===== config.mk =====
export PLATFORM = sky130hd
export DESIGN_NAME = traffic_phase_timer
export DESIGN_NICKNAME = d
export VERILOG_FILES = /design/src/rtl/traffic_pkg.sv /design/src/rtl/phase_len_regs.sv /design/src/rtl/traffic_phase_timer.sv
export SDC_FILE = /design/constraint.sdc
export NUM_CORES = 1
export LEC_CHECK = 0
export CAP_MARGIN = 25
export CORE_AREA = 2 2 70 72
export DETAILED_ROUTE_END_ITERATION = 12
export DIE_AREA = 0 0 72 74
export PLACE_DENSITY_LB_ADDON = 0.12
export SLEW_MARGIN = 20
export SYNTH_ARGS = -nofsm -noshare
export SYNTH_HDL_FRONTEND = slang
export SYNTH_SLANG_ARGS = --single-unit

===== constraint.sdc =====
create_clock -name clk -period 5.2 [get_ports clk]
set_input_delay 0.52 -clock clk [delete_from_list [all_inputs] [get_ports clk]]
set_output_delay 0.52 -clock clk [all_outputs]
set_load 0.02 [all_outputs]

===== src/rtl/traffic_pkg.sv =====
// Shared types for the intersection phase timer: phase encodings,
// duration-register select codes and the phase sequencing rule.
package traffic_pkg;

   typedef enum logic [1:0] {
      PH_GREEN  = 2'd0,
      PH_YELLOW = 2'd1,
      PH_RED    = 2'd2
   } phase_t;

   localparam logic [1:0] CFG_SEL_GREEN  = 2'd0;
   localparam logic [1:0] CFG_SEL_YELLOW = 2'd1;
   localparam logic [1:0] CFG_SEL_RED    = 2'd2;
   localparam logic [1:0] CFG_SEL_NONE   = 2'd3;

   // The unused encoding folds back to RED so the sequence always recovers.
   function automatic logic [1:0] next_phase(input logic [1:0] ph);
      case (ph)
         PH_GREEN:  next_phase = PH_YELLOW;
         PH_YELLOW: next_phase = PH_RED;
         PH_RED:    next_phase = PH_GREEN;
         default:   next_phase = PH_RED;
      endcase
   endfunction

endpackage


===== src/rtl/phase_len_regs.sv =====
// Runtime-programmable phase durations. Each output is the count value
// loaded at the start of that phase, with a zero length treated as one.
module phase_len_regs
   import traffic_pkg::*;
#(
   parameter int CW         = 6,
   parameter int DEF_GREEN  = 40,
   parameter int DEF_YELLOW = 5,
   parameter int DEF_RED    = 45
) (
   input  logic          clk,
   input  logic          rst,
   input  logic          i_cfg_we,
   input  logic [1:0]    i_cfg_sel,
   input  logic [CW-1:0] i_cfg_data,
   output logic [CW-1:0] o_load_green,
   output logic [CW-1:0] o_load_yellow,
   output logic [CW-1:0] o_load_red
);

   logic [CW-1:0] r_len  [0:2];
   logic [CW-1:0] w_load [0:2];

   genvar gi;
   generate
      for (gi = 0; gi < 3; gi++) begin : g_len
         localparam int DEF_LEN = (gi == 0) ? DEF_GREEN :
                                  (gi == 1) ? DEF_YELLOW : DEF_RED;

         always_ff @(posedge clk) begin
            if (rst)
               r_len[gi] <= CW'(DEF_LEN);
            else if (i_cfg_we && (i_cfg_sel == 2'(gi)))
               r_len[gi] <= i_cfg_data;
         end

         // count runs len-1 .. 0; a stored zero still yields one tick
         assign w_load[gi] = (r_len[gi] == '0) ? '0 : r_len[gi] - CW'(1);
      end
   endgenerate

   assign o_load_green  = w_load[CFG_SEL_GREEN];
   assign o_load_yellow = w_load[CFG_SEL_YELLOW];
   assign o_load_red    = w_load[CFG_SEL_RED];

endmodule


===== src/rtl/traffic_phase_timer.sv =====
// Per-phase countdown timer: GREEN -> YELLOW -> RED -> GREEN, each phase
// lasting a programmable number of ticks, with warn and phase-change pulse.
module traffic_phase_timer
   import traffic_pkg::*;
#(
   parameter int CW         = 6,
   parameter int DEF_GREEN  = 40,
   parameter int DEF_YELLOW = 5,
   parameter int DEF_RED    = 45,
   parameter int WARN_TH    = 5
) (
   input  logic          clk,
   input  logic          rst,
   input  logic          tick,
   input  logic          pause,
   input  logic          force_red,
   input  logic          cfg_we,
   input  logic [1:0]    cfg_sel,
   input  logic [CW-1:0] cfg_data,
   output logic [CW-1:0] count,
   output logic [1:0]    phase,
   output logic          warn,
   output logic          phase_done
);

   localparam logic [CW-1:0] RST_COUNT = (DEF_RED > 0) ? CW'(DEF_RED - 1) : '0;

   logic [CW-1:0] r_count;
   logic [1:0]    r_phase;
   logic          r_phase_done;
   logic [CW-1:0] w_load_green;
   logic [CW-1:0] w_load_yellow;
   logic [CW-1:0] w_load_red;
   logic [CW-1:0] w_load_next;

   phase_len_regs #(
      .CW         (CW),
      .DEF_GREEN  (DEF_GREEN),
      .DEF_YELLOW (DEF_YELLOW),
      .DEF_RED    (DEF_RED)
   ) u_len (
      .clk           (clk),
      .rst           (rst),
      .i_cfg_we      (cfg_we),
      .i_cfg_sel     (cfg_sel),
      .i_cfg_data    (cfg_data),
      .o_load_green  (w_load_green),
      .o_load_yellow (w_load_yellow),
      .o_load_red    (w_load_red)
   );

   always_comb begin
      w_load_next = w_load_red;
      case (next_phase(r_phase))
         PH_GREEN:  w_load_next = w_load_green;
         PH_YELLOW: w_load_next = w_load_yellow;
         default:   w_load_next = w_load_red;
      endcase
   end

   // Loads read the duration registers before any same-cycle write lands.
   always_ff @(posedge clk) begin
      if (rst) begin
         r_phase      <= PH_RED;
         r_count      <= RST_COUNT;
         r_phase_done <= 1'b0;
      end else if (force_red || (r_phase == CFG_SEL_NONE)) begin
         r_phase      <= PH_RED;
         r_count      <= w_load_red;
         r_phase_done <= 1'b1;
      end else if (pause) begin
         r_phase_done <= 1'b0;
      end else if (tick && (r_count == '0)) begin
         r_phase      <= next_phase(r_phase);
         r_count      <= w_load_next;
         r_phase_done <= 1'b1;
      end else if (tick) begin
         r_count      <= r_count - CW'(1);
         r_phase_done <= 1'b0;
      end else begin
         r_phase_done <= 1'b0;
      end
   end

   genvar gi;
   generate
      for (gi = 0; gi < 1; gi++) begin : g_warn
         if (WARN_TH <= 0) begin : g_off
            assign warn = 1'b0;
         end else begin : g_on
            assign warn = ({1'b0, r_count} < (CW + 1)'(WARN_TH));
         end
      end
   endgenerate

   assign count      = r_count;
   assign phase      = r_phase;
   assign phase_done = r_phase_done;

endmodule


==> flow_metrics.env, run 1 <==
export IMPL_hpwlAfterDp_microns=3230
export IMPL_worst_flop_to_flop_path_endpoint="phase[1]"
export IMPL_port_buffers=23
export IMPL_dpl_instance_area_sq_mm=0.00201
export IMPL_share_clk_of_total_power=0.248
export IMPL_clock_tree_root_cell="clkbuf_8"
export IMPL_comb_power_share=0.204
export IMPL_syn_inst=183
export IMPL_timing_reg2reg_worst_path_depth=5
export IMPL_synth_nets=204
export IMPL_std_cell_core_area_sq_mm=0.00460
export IMPL_layer_with_the_highest_usage_after_global_routing="met2"
export IMPL_hold_buffer_count_at_cts=0
export IMPL_met1_usage=0.188
export IMPL_fp_dieArea_sq_mm=0.00533
export IMPL_fin_skew_ns=0.00652
export IMPL_layout_min_cycle_time_ns=2.64
export IMPL_antenna_left=0
export IMPL_grt_setup_unrepaired="false"
export IMPL_post_route_cells_drive_above_1_share=0.0537
export IMPL_cts_sink_count=27
export IMPL_drt_initial_drc_count=91
export IMPL_initial_core_utilization=0.380
export IMPL_hold_path_startpoint="phase[1]"
export IMPL_initial_antenna_violation_count=0
export IMPL_reg2reg_from="count[2]"
export IMPL_numCtsBuffers=3
export IMPL_buffers_inserted_by_post_cts_timing_repair=0
export IMPL_netlist_cell_type_count=46
export IMPL_register_area_share_after_synthesis=0.413
export IMPL_mapped_avg_cell_area_sq_um=9.54
export IMPL_worst_setup_hold_path_clk_slew_ns=0.09
export IMPL_core_rowCount=25
export IMPL_worst_slew_pin_transition_ns=0.789
export IMPL_drt_pre_antenna_iters=4
export IMPL_path_common_cell="inv_1"
export IMPL_ioPinCount=24
export IMPL_fillers=436
export IMPL_power_density_cell_area_mw_per_mm2=233
export IMPL_total_area_of_multi_input_combinational_cells_sq_um=936
export IMPL_grt_max_degree=18
export IMPL_post_synth_top_area_cell="edfxtp_1"
export IMPL_cell_area_after_layout_sq_mm=0.00205
export IMPL_ys_top_cells_by_area="edfxtp_1, dfxtp_1, ha_1, nand2b_1, and2_1"
export IMPL_max_cap_violations=0
export IMPL_hold_depth=1
export IMPL_worstSkewPairLatency_ns=0.27
export IMPL_ys_flop_type="edfxtp_1"
export IMPL_global_route_overflow_total=0
export IMPL_htree_num_levels=1
export IMPL_max_slew_margin_rel=0.466
export IMPL_worst_setup_path_start_kind="flop"
export IMPL_cts_tree="yes"
export IMPL_crit_type="reg -> out"
export IMPL_outcome="completed"
export IMPL_globalRouteMet3Util=0.0257
export IMPL_pwr_share_seq=0.548
export IMPL_switching_share=0.279
export IMPL_clock_tree_buffer_depth=2
export IMPL_final_max_slew_viol_count=0
export IMPL_timing_critical_path_cells="inv_1, ha_1, inv_1, a2111oi_0, clkdlybuf4s50_1"
export IMPL_regArea_sq_um=721
export IMPL_slowest_delay_ns=0.67
export IMPL_crit_path_max_fanout=6
export IMPL_most_common_cell_after_layout_fill_and_taps_aside="clkdlybuf4s50_1"
export IMPL_finalCritPeriodShare=0.507
export IMPL_global_route_usage_met2=0.313
export IMPL_syn_cell_area_sq_mm=0.00175
export IMPL_worst_hold_path_endpoint="phase[0]"
export IMPL_fin_total_pwr_uw=479
export IMPL_yosysWarnings=0
export IMPL_die_y_microns=74
export IMPL_routedWlPerCell_microns=15.6
export IMPL_cellLeakagePower_uw=0.000699
export IMPL_post_cts_resized=0
export IMPL_bufs_and_invs_on_worst_path=3
export IMPL_synth_enable_flop_cells=18
export IMPL_min_path_type="reg -> reg"
export IMPL_mostFrequentLayoutCells="clkdlybuf4s50_1, edfxtp_1, inv_1, nand2b_1"
export IMPL_number_of_nets_at_the_end_of_the_flow=227
export IMPL_yosys_area_top_type_share=0.309
export IMPL_power_internal_uw=345
export IMPL_grt_usage=0.165
export IMPL_total_neg_setup_slack_ns=0
export IMPL_cp_arrival_ns=2.12
export IMPL_drt_drc_violations_left=0
export IMPL_die_x_microns=72
export IMPL_finalSetupViolations=0
export IMPL_setup_worst_path_end_class="primary output"
export IMPL_route_vias_total=1503
export IMPL_grt_first_pass_wirelength_microns=7020
export IMPL_routabilityCongestion=0.858
export IMPL_ys_seq_elements=27
export IMPL_worst_vdd_ir_v=0.0000826
export IMPL_final_hold_viol_count=0
export IMPL_critPathRequiredTime_ns=4.68
export IMPL_critical_path_top_delay_family="buffers and inverters"
export IMPL_synthToLayoutAreaGrowth_pct=17.5
export IMPL_antenna_cells_inserted=0
export IMPL_clock_fmax_mhz=379
export IMPL_p_switching_uw=134
export IMPL_crit_slowest_cell="clkdlybuf4s50_1"
export IMPL_reg2reg_slack_ns=3.21
export IMPL_route_detailed_vias_per_inst=5.80
export IMPL_number_of_global_route_vias_before_repair=1527
export IMPL_asyncSetResetFlopFracSynth=0
export IMPL_drt_wl_total_microns=4050
## metal layers
metal | share of wire | vias to the layer above
li1 | - | 743
met1 | 0.41 | 700
met2 | 0.52 | 50
met3 | 0.042 | 10
met4 | 0.027 | 0
met5 | 0 | -
## synthesized netlist by cell type (2+ instances only)
| library cell | n |
|---|---|
| inv_1 | 14 |
| a211oi_1 | 2 |
| o211ai_1 | 2 |
| and2_1 | 10 |
| nor4_1 | 2 |
| nand3_1 | 4 |
| nand2_1 | 4 |
| o21ai_0 | 10 |
| a31o_2 | 3 |
| xnor2_1 | 6 |
| or4_1 | 2 |
| a31oi_1 | 5 |
| or4_4 | 2 |
| nand2b_1 | 13 |
| a32oi_1 | 2 |
| o221ai_1 | 2 |
| xor2_1 | 2 |
| o31ai_1 | 6 |
| o22ai_1 | 4 |
| clkbuf_1 | 2 |
| a21oi_1 | 9 |
| nor2_1 | 8 |
| or3_1 | 3 |
| buf_6 | 2 |
| nor3_1 | 9 |
| edfxtp_1 | 18 |
| nor4b_1 | 3 |
| dfxtp_1 | 9 |
| ha_1 | 7 |
| a21boi_0 | 2 |
## logic make-up after synthesis
group / synth area share
AOI/OAI and AO/OA: 0.218
buffers and inverters: 0.0516
adders and majority gates: 0.0501
and+or+nand+nor: 0.227
DFF: 0.413
xor gates and xnor gates: 0.0401
## cell type report
type,count,area share
flip-flops and latches,27,0.351
well taps,54,0.0329
repair buffers,23,0.112
clock buffers,4,0.0220
multi-input cells,137,0.456
inverters,14,0.0256
## worst reg2reg max path: stages (launching register included)
cell	delay [ns]
dfxtp_1	0.41
nor4_2	0.43
nand3_1	0.28
nor2_1	0.27
inv_1	0.09
a2111o_1	0.42
## flip-flops by register name, summed over array words and instances, names as in the netlist
signal and flops:
u_len.r_len 18, phase 2, count 6, phase_done 1
## power groups by stage
stage               Sequential (uW)  Combinational [uW]  Clock [uW]
floorplan                       268                55.7           0
global placement                266                95.1           0
detailed placement              267                96.8           0
CTS                             262                97.4         119
global route                    265                 109         126
finish                          262                97.8         119
## how the worst max path moves through the flow
stage,start,to,slack [ns],cells past startpoint
after global routing,count[0],warn,2.44,5
after floorplan,count[0],warn,2.78,4
final,count[0],warn,2.56,5
after CTS,count[0],warn,2.56,5
after global placement,rst,u_len.r_len[2][3],2.80,3
after detailed placement,rst,u_len.r_len[2][0],2.73,3
## stage by stage
| step | instances | util | hold WS, ns | worst slack (ns) |
|---|---|---|---|---|
| 4_1_cts | 259 | 0.446 | 0.669 | 2.56 |
| 5_1_grt | 259 | 0.446 | 0.719 | 2.44 |
| 6_report | 259 | 0.446 | 0.683 | 2.56 |
| 2_1_floorplan | 183 | - | 0.597 | 2.78 |
| 3_5_place_dp | 255 | 0.436 | 0.651 | 2.73 |
| 3_3_place_gp | 255 | 0.436 | 0.651 | 2.80 |
No activity file was read; power rests on OpenSTA's default activity.
==> inputs of run 2 (changes only) <==
- clock period: 5.2 -> 2.2 ns (I/O delays scaled with it)
==> run 2 against run 1 <==
  * Non-clock buffer count rose by 7
  * Sequential share of layout area fell by 0.86 points
  * Critical path depth did not move
  * Cell count up 2.7%
  * Worst setup slack lost 2.4 ns
  * Global-route usage shrank 0.13 points
  * Sequential power increased by 140%
==> flow_metrics.env, run 2 (synthesis results as in run 1) <==
export IMPL_grt_setup_unrepaired="false"
export IMPL_number_of_flip_flops_in_the_largest_register=18
export IMPL_die_y_microns=74
export IMPL_clock_tree_buffer_depth=2
export IMPL_cp_arrival_ns=1.79
export IMPL_crit_slowest_cell="a2111oi_0"
export IMPL_mostFrequentLayoutCells="clkdlybuf4s50_1, edfxtp_1, inv_1, nand2b_1"
export IMPL_worst_setup_path_start_kind="flop"
export IMPL_worst_setup_hold_path_clk_slew_ns=0.09
export IMPL_timing_critical_path_cells="inv_1, ha_1, inv_1, a2111oi_0, dlygate4sd2_1"
export IMPL_crit_path_max_fanout=6
export IMPL_initial_core_utilization=0.380
export IMPL_power_internal_uw=821
export IMPL_share_clk_of_total_power=0.249
export IMPL_die_x_microns=72
export IMPL_min_path_type="in -> reg"
export IMPL_number_of_nets_at_the_end_of_the_flow=234
export IMPL_finalSetupViolations=0
export IMPL_clock_fmax_mhz=498
export IMPL_comb_power_share=0.206
export IMPL_std_cell_core_area_sq_mm=0.00460
export IMPL_max_slew_margin_rel=0.672
export IMPL_antenna_left=0
export IMPL_total_area_of_multi_input_combinational_cells_sq_um=936
export IMPL_setup_worst_path_end_class="primary output"
export IMPL_cts_tree="yes"
export IMPL_number_of_global_route_vias_before_repair=1529
export IMPL_drt_initial_drc_count=82
export IMPL_regArea_sq_um=721
export IMPL_routabilityCongestion=0.897
export IMPL_numCtsBuffers=3
export IMPL_pwr_share_seq=0.545
export IMPL_final_max_slew_viol_count=0
export IMPL_registers_top_by_ff_count="u_len.r_len"
export IMPL_drt_wl_total_microns=4130
export IMPL_antenna_cells_inserted=0
export IMPL_total_neg_setup_slack_ns=0
export IMPL_outcome="completed"
export IMPL_max_cap_violations=0
export IMPL_route_detailed_vias_per_inst=5.80
export IMPL_fp_dieArea_sq_mm=0.00533
export IMPL_drt_pre_antenna_iters=4
export IMPL_post_route_cells_drive_above_1_share=0.0849
export IMPL_finalCritPeriodShare=0.913
export IMPL_layout_min_cycle_time_ns=2.01
export IMPL_core_rowCount=25
export IMPL_p_switching_uw=317
export IMPL_slowest_delay_ns=0.38
export IMPL_timing_hold_ws_ns=0.665
export IMPL_final_hold_viol_count=0
export IMPL_hold_buffer_count_at_cts=0
export IMPL_ioPinCount=24
export IMPL_grt_usage=0.164
export IMPL_grt_max_degree=15
export IMPL_routedWlPerCell_microns=15.5
export IMPL_cts_sink_count=27
export IMPL_timing_final_ws_setup_ns=0.190
export IMPL_crit_type="reg -> out"
export IMPL_fin_skew_ns=0.00754
export IMPL_synthToLayoutAreaGrowth_pct=20.4
export IMPL_path_common_cell="inv_1"
export IMPL_worstSkewPairLatency_ns=0.28
export IMPL_port_buffers=23
export IMPL_initial_antenna_violation_count=0
export IMPL_clock_tree_root_cell="clkbuf_8"
export IMPL_worst_vdd_ir_v=0.000208
export IMPL_worst_slew_pin_transition_ns=0.491
export IMPL_layout_core_utilization=0.457
export IMPL_grt_first_pass_wirelength_microns=6820
export IMPL_switching_share=0.279
export IMPL_fillers=436
export IMPL_power_density_cell_area_mw_per_mm2=541
export IMPL_critPathRequiredTime_ns=1.98
export IMPL_most_common_cell_after_layout_fill_and_taps_aside="clkdlybuf4s50_1"
export IMPL_htree_num_levels=1
export IMPL_cellLeakagePower_uw=0.000738
export IMPL_placement_setup_worst_slack_ns=0.199
export IMPL_buffers_inserted_by_post_cts_timing_repair=0
export IMPL_hpwlAfterDp_microns=3260
export IMPL_drt_drc_violations_left=0
export IMPL_global_route_overflow_total=0
export IMPL_route_vias_total=1542
-- run 2: cell types whose count changed in the layout (fill, tap and decap cells not counted), sizes merged --
cell / delta
dlygate4sd2: +1
buf: +7
clkdlybuf4s50: -1
-- run 2: power by group through the flow --
stage	combinational, uW	sequential, uW	clock (uW)
finish	234	621	283
global route	260	628	310
CTS	234	620	288
detailed placement	233	631	0
global placement	229	628	0
floorplan	132	633	0
-- run 2: final timing paths --
path / startpoint / slack, ns / endpoint / cells after the start
max reg2reg: u_len.r_len[2][0] / 0.29 / count[3] / 7
min reg2reg: phase[1] / 0.68 / phase[0] / 1
max: count[0] / 0.19 / warn / 5
min: force_red / 0.66 / phase[0] / 2
-- run 2: per-layer routing --
| metal | wire length, microns | global-route usage | vias up |
|---|---|---|---|
| met1 | 1710 | 0.186 | 726 |
| met2 | 2100 | 0.309 | 48 |
| li1 | - | - | 756 |
| met5 | 0 | 0 | - |
| met4 | 135 | 0.0713 | 0 |
| met3 | 182 | 0.0230 | 12 |
-- run 2: stage by stage --
step                      area (sq um)  power, uW  std cells
after detailed placement          2060        864        262
after CTS                         2100       1140        266
final                             2100       1140        266
after floorplan                   1750        765        183
after global routing              2100       1200        266
after global placement            2060        857        262
-- run 2: area by class of cell --
cell class                      instances  share of cell area
Clock buffer                            4              0.0214
Inverter                               14              0.0250
Multi-Input combinational cell        137               0.445
Sequential cell                        27               0.343
Tap cell                               54              0.0321
Timing Repair Buffer                   30               0.134
-- run 2: worst max-delay path: cells and delay by family, from the launching register on --
family	cells	cell delay [ns]
AOI/OAI and AO/OA	1	0.38
adders and majority gates	1	0.24
buffers and inverters	3	0.55
DFF	1	0.36
-- run 2: repair_timing --
item,CTS,global route
hold endpoints to repair,0,0
endpoints found under the setup margin,1,0
gates resized for setup,1,0
==> RTL change (flow settings as in run 2) <==
Add an input register stage for `pause`, without a reset; this delays it by one clock. The other inputs are not delayed to match.
--- a/src/rtl/traffic_phase_timer.sv
+++ b/src/rtl/traffic_phase_timer.sv
@@ -24,6 +24,12 @@
 );
 
    localparam logic [CW-1:0] RST_COUNT = (DEF_RED > 0) ? CW'(DEF_RED - 1) : '0;
+
+   logic pause_q;
+
+   always_ff @(posedge clk) begin
+      pause_q <= pause;
+   end
 
    logic [CW-1:0] r_count;
    logic [1:0]    r_phase;
@@ -68,7 +74,7 @@
          r_phase      <= PH_RED;
          r_count      <= w_load_red;
          r_phase_done <= 1'b1;
-      end else if (pause) begin
+      end else if (pause_q) begin
          r_phase_done <= 1'b0;
       end else if (tick && (r_count == '0)) begin
          r_phase      <= next_phase(r_phase);
Formal check against the unedited RTL: not equivalent (a bounded check fails within 4 cycles, from zero or initial values and one cycle with rst high).
==> RTL change against run 2 <==
  * Routed wire length fell by 2.3%
  * Die area unchanged
  * Total power up 4.6%
  * Synthesized area barely moved
  * Worst setup slack worse by 0.076 ns
  * Sequential cell count rose by 1
  * Count of clock-buffer cells in the layout is the same
  * Via count down 4.0%
  * Fmax decreased by 3.7%
  * Cell area rose by 0.30%
==> RTL change: results (changes against run 2) <==
| Metric | Value |
|---|---|
| Status | completed |
| Routability cong. | 0.8909 (-0.72%) |
| Largest register FFs | 18 (unchanged) |
| Hold path start | pause |
| Met3 GRT Util | 2.033% (-0.27 points) |
| Adder-cell share of the synthesized area | 5.011% (about the same) |
| DRT met1 WL | 1752 µm (+2.8%) |
| Vias in the first global route | 1,430 (-6.5%) |
| Clock Skew | 0.002396 ns (-0.005146 ns) |
| Area of the multi-input gates | 929.6 µm² (-0.67%) |
| Post-synthesis mux area share | 0.6442% (+0.64 points) |
| Layout cells sized above 1 | 6.604% (-1.9 points) |
| Met3 wire len | 139 µm (-24%) |
| Critical Path Slowest Stage Cell | a221o_1 |
| Family with the most delay on the worst path | compound AO/OA/AOI/OAI gates |
| Worst Hold Path EP | pause_q |
| DP HPWL | 3226 µm (-1.0%) |
| First-pass GRT wire length | 6665 µm (-2.3%) |
| Seq/Total Area, Yosys | 42.38% (+1.1 points) |
| Area post-placement | 2044 µm² (-0.73%) |
| Total number of vias | 1,481 (-4.0%) |
| Gr usage total | 16.07% (-0.33 points) |
| Top post-synthesis cells by area | edfxtp_1 31%, dfxtp_1 11%, ha_1 5.0% |
| Relative slew margins | 43.21% (-24 points) |
| Largest net degree at the start of global routing | 16 (+1) |
| Number of instances in the placed design | 261 (-0.38%) |
| Fillers | 442 (+1.4%) |
| M1 GR Usage | 19.20% (+0.63 points) |
| Via density | 5.568 (-4.0%) |
| GRT met2 Usage | 30.14% (-0.72 points) |
| Post-Syn Nets | 207 (+1.5%) |
| Final WL | 4031 µm (-2.3%) |
| Synth Instances | 186 (+1.6%) |
| Compound-Gate Fraction of Synth Area | 18.18% (-3.7 points) |
| Worst hold path depth | 1 (-1) |
| WL met2 | 2073 µm (-1.4%) |
| CP endpoint | count[1] |
[RTL change: changes by cell type after synthesis, moves of 3 or more]
cell / delta
nor2_1: +4
nor3_1: -3
o21ai_1: +6
nor2b_1: +3
[RTL change: layout make-up]
class | count | area share, %
timing repair buffer | 28 | 12.69
sequential | 28 | 35.11
clock buffer | 4 | 2.610
multi-input combinational | 139 | 44.07
inverter | 13 | 2.313
tap | 54 | 3.203
[RTL change: power breakdown]
| group | internal (mW) | total, mW | switching (mW) |
|---|---|---|---|
| clock | 0.160 | 0.320 | 0.159 |
| sequential | 0.598 | 0.639 | 0.0418 |
| combinational | 0.113 | 0.231 | 0.118 |
| total | 0.871 | 1.19 | 0.319 |
[RTL change: worst reg2reg max path, cell delays in order (launching register included)]
cell	delay, ns
dfxtp_1	0.37
inv_1	0.10
ha_2	0.21
nor3b_4	0.24
nand4_1	0.19
a221o_1	0.41
or2_1	0.23
a221oi_2	0.26
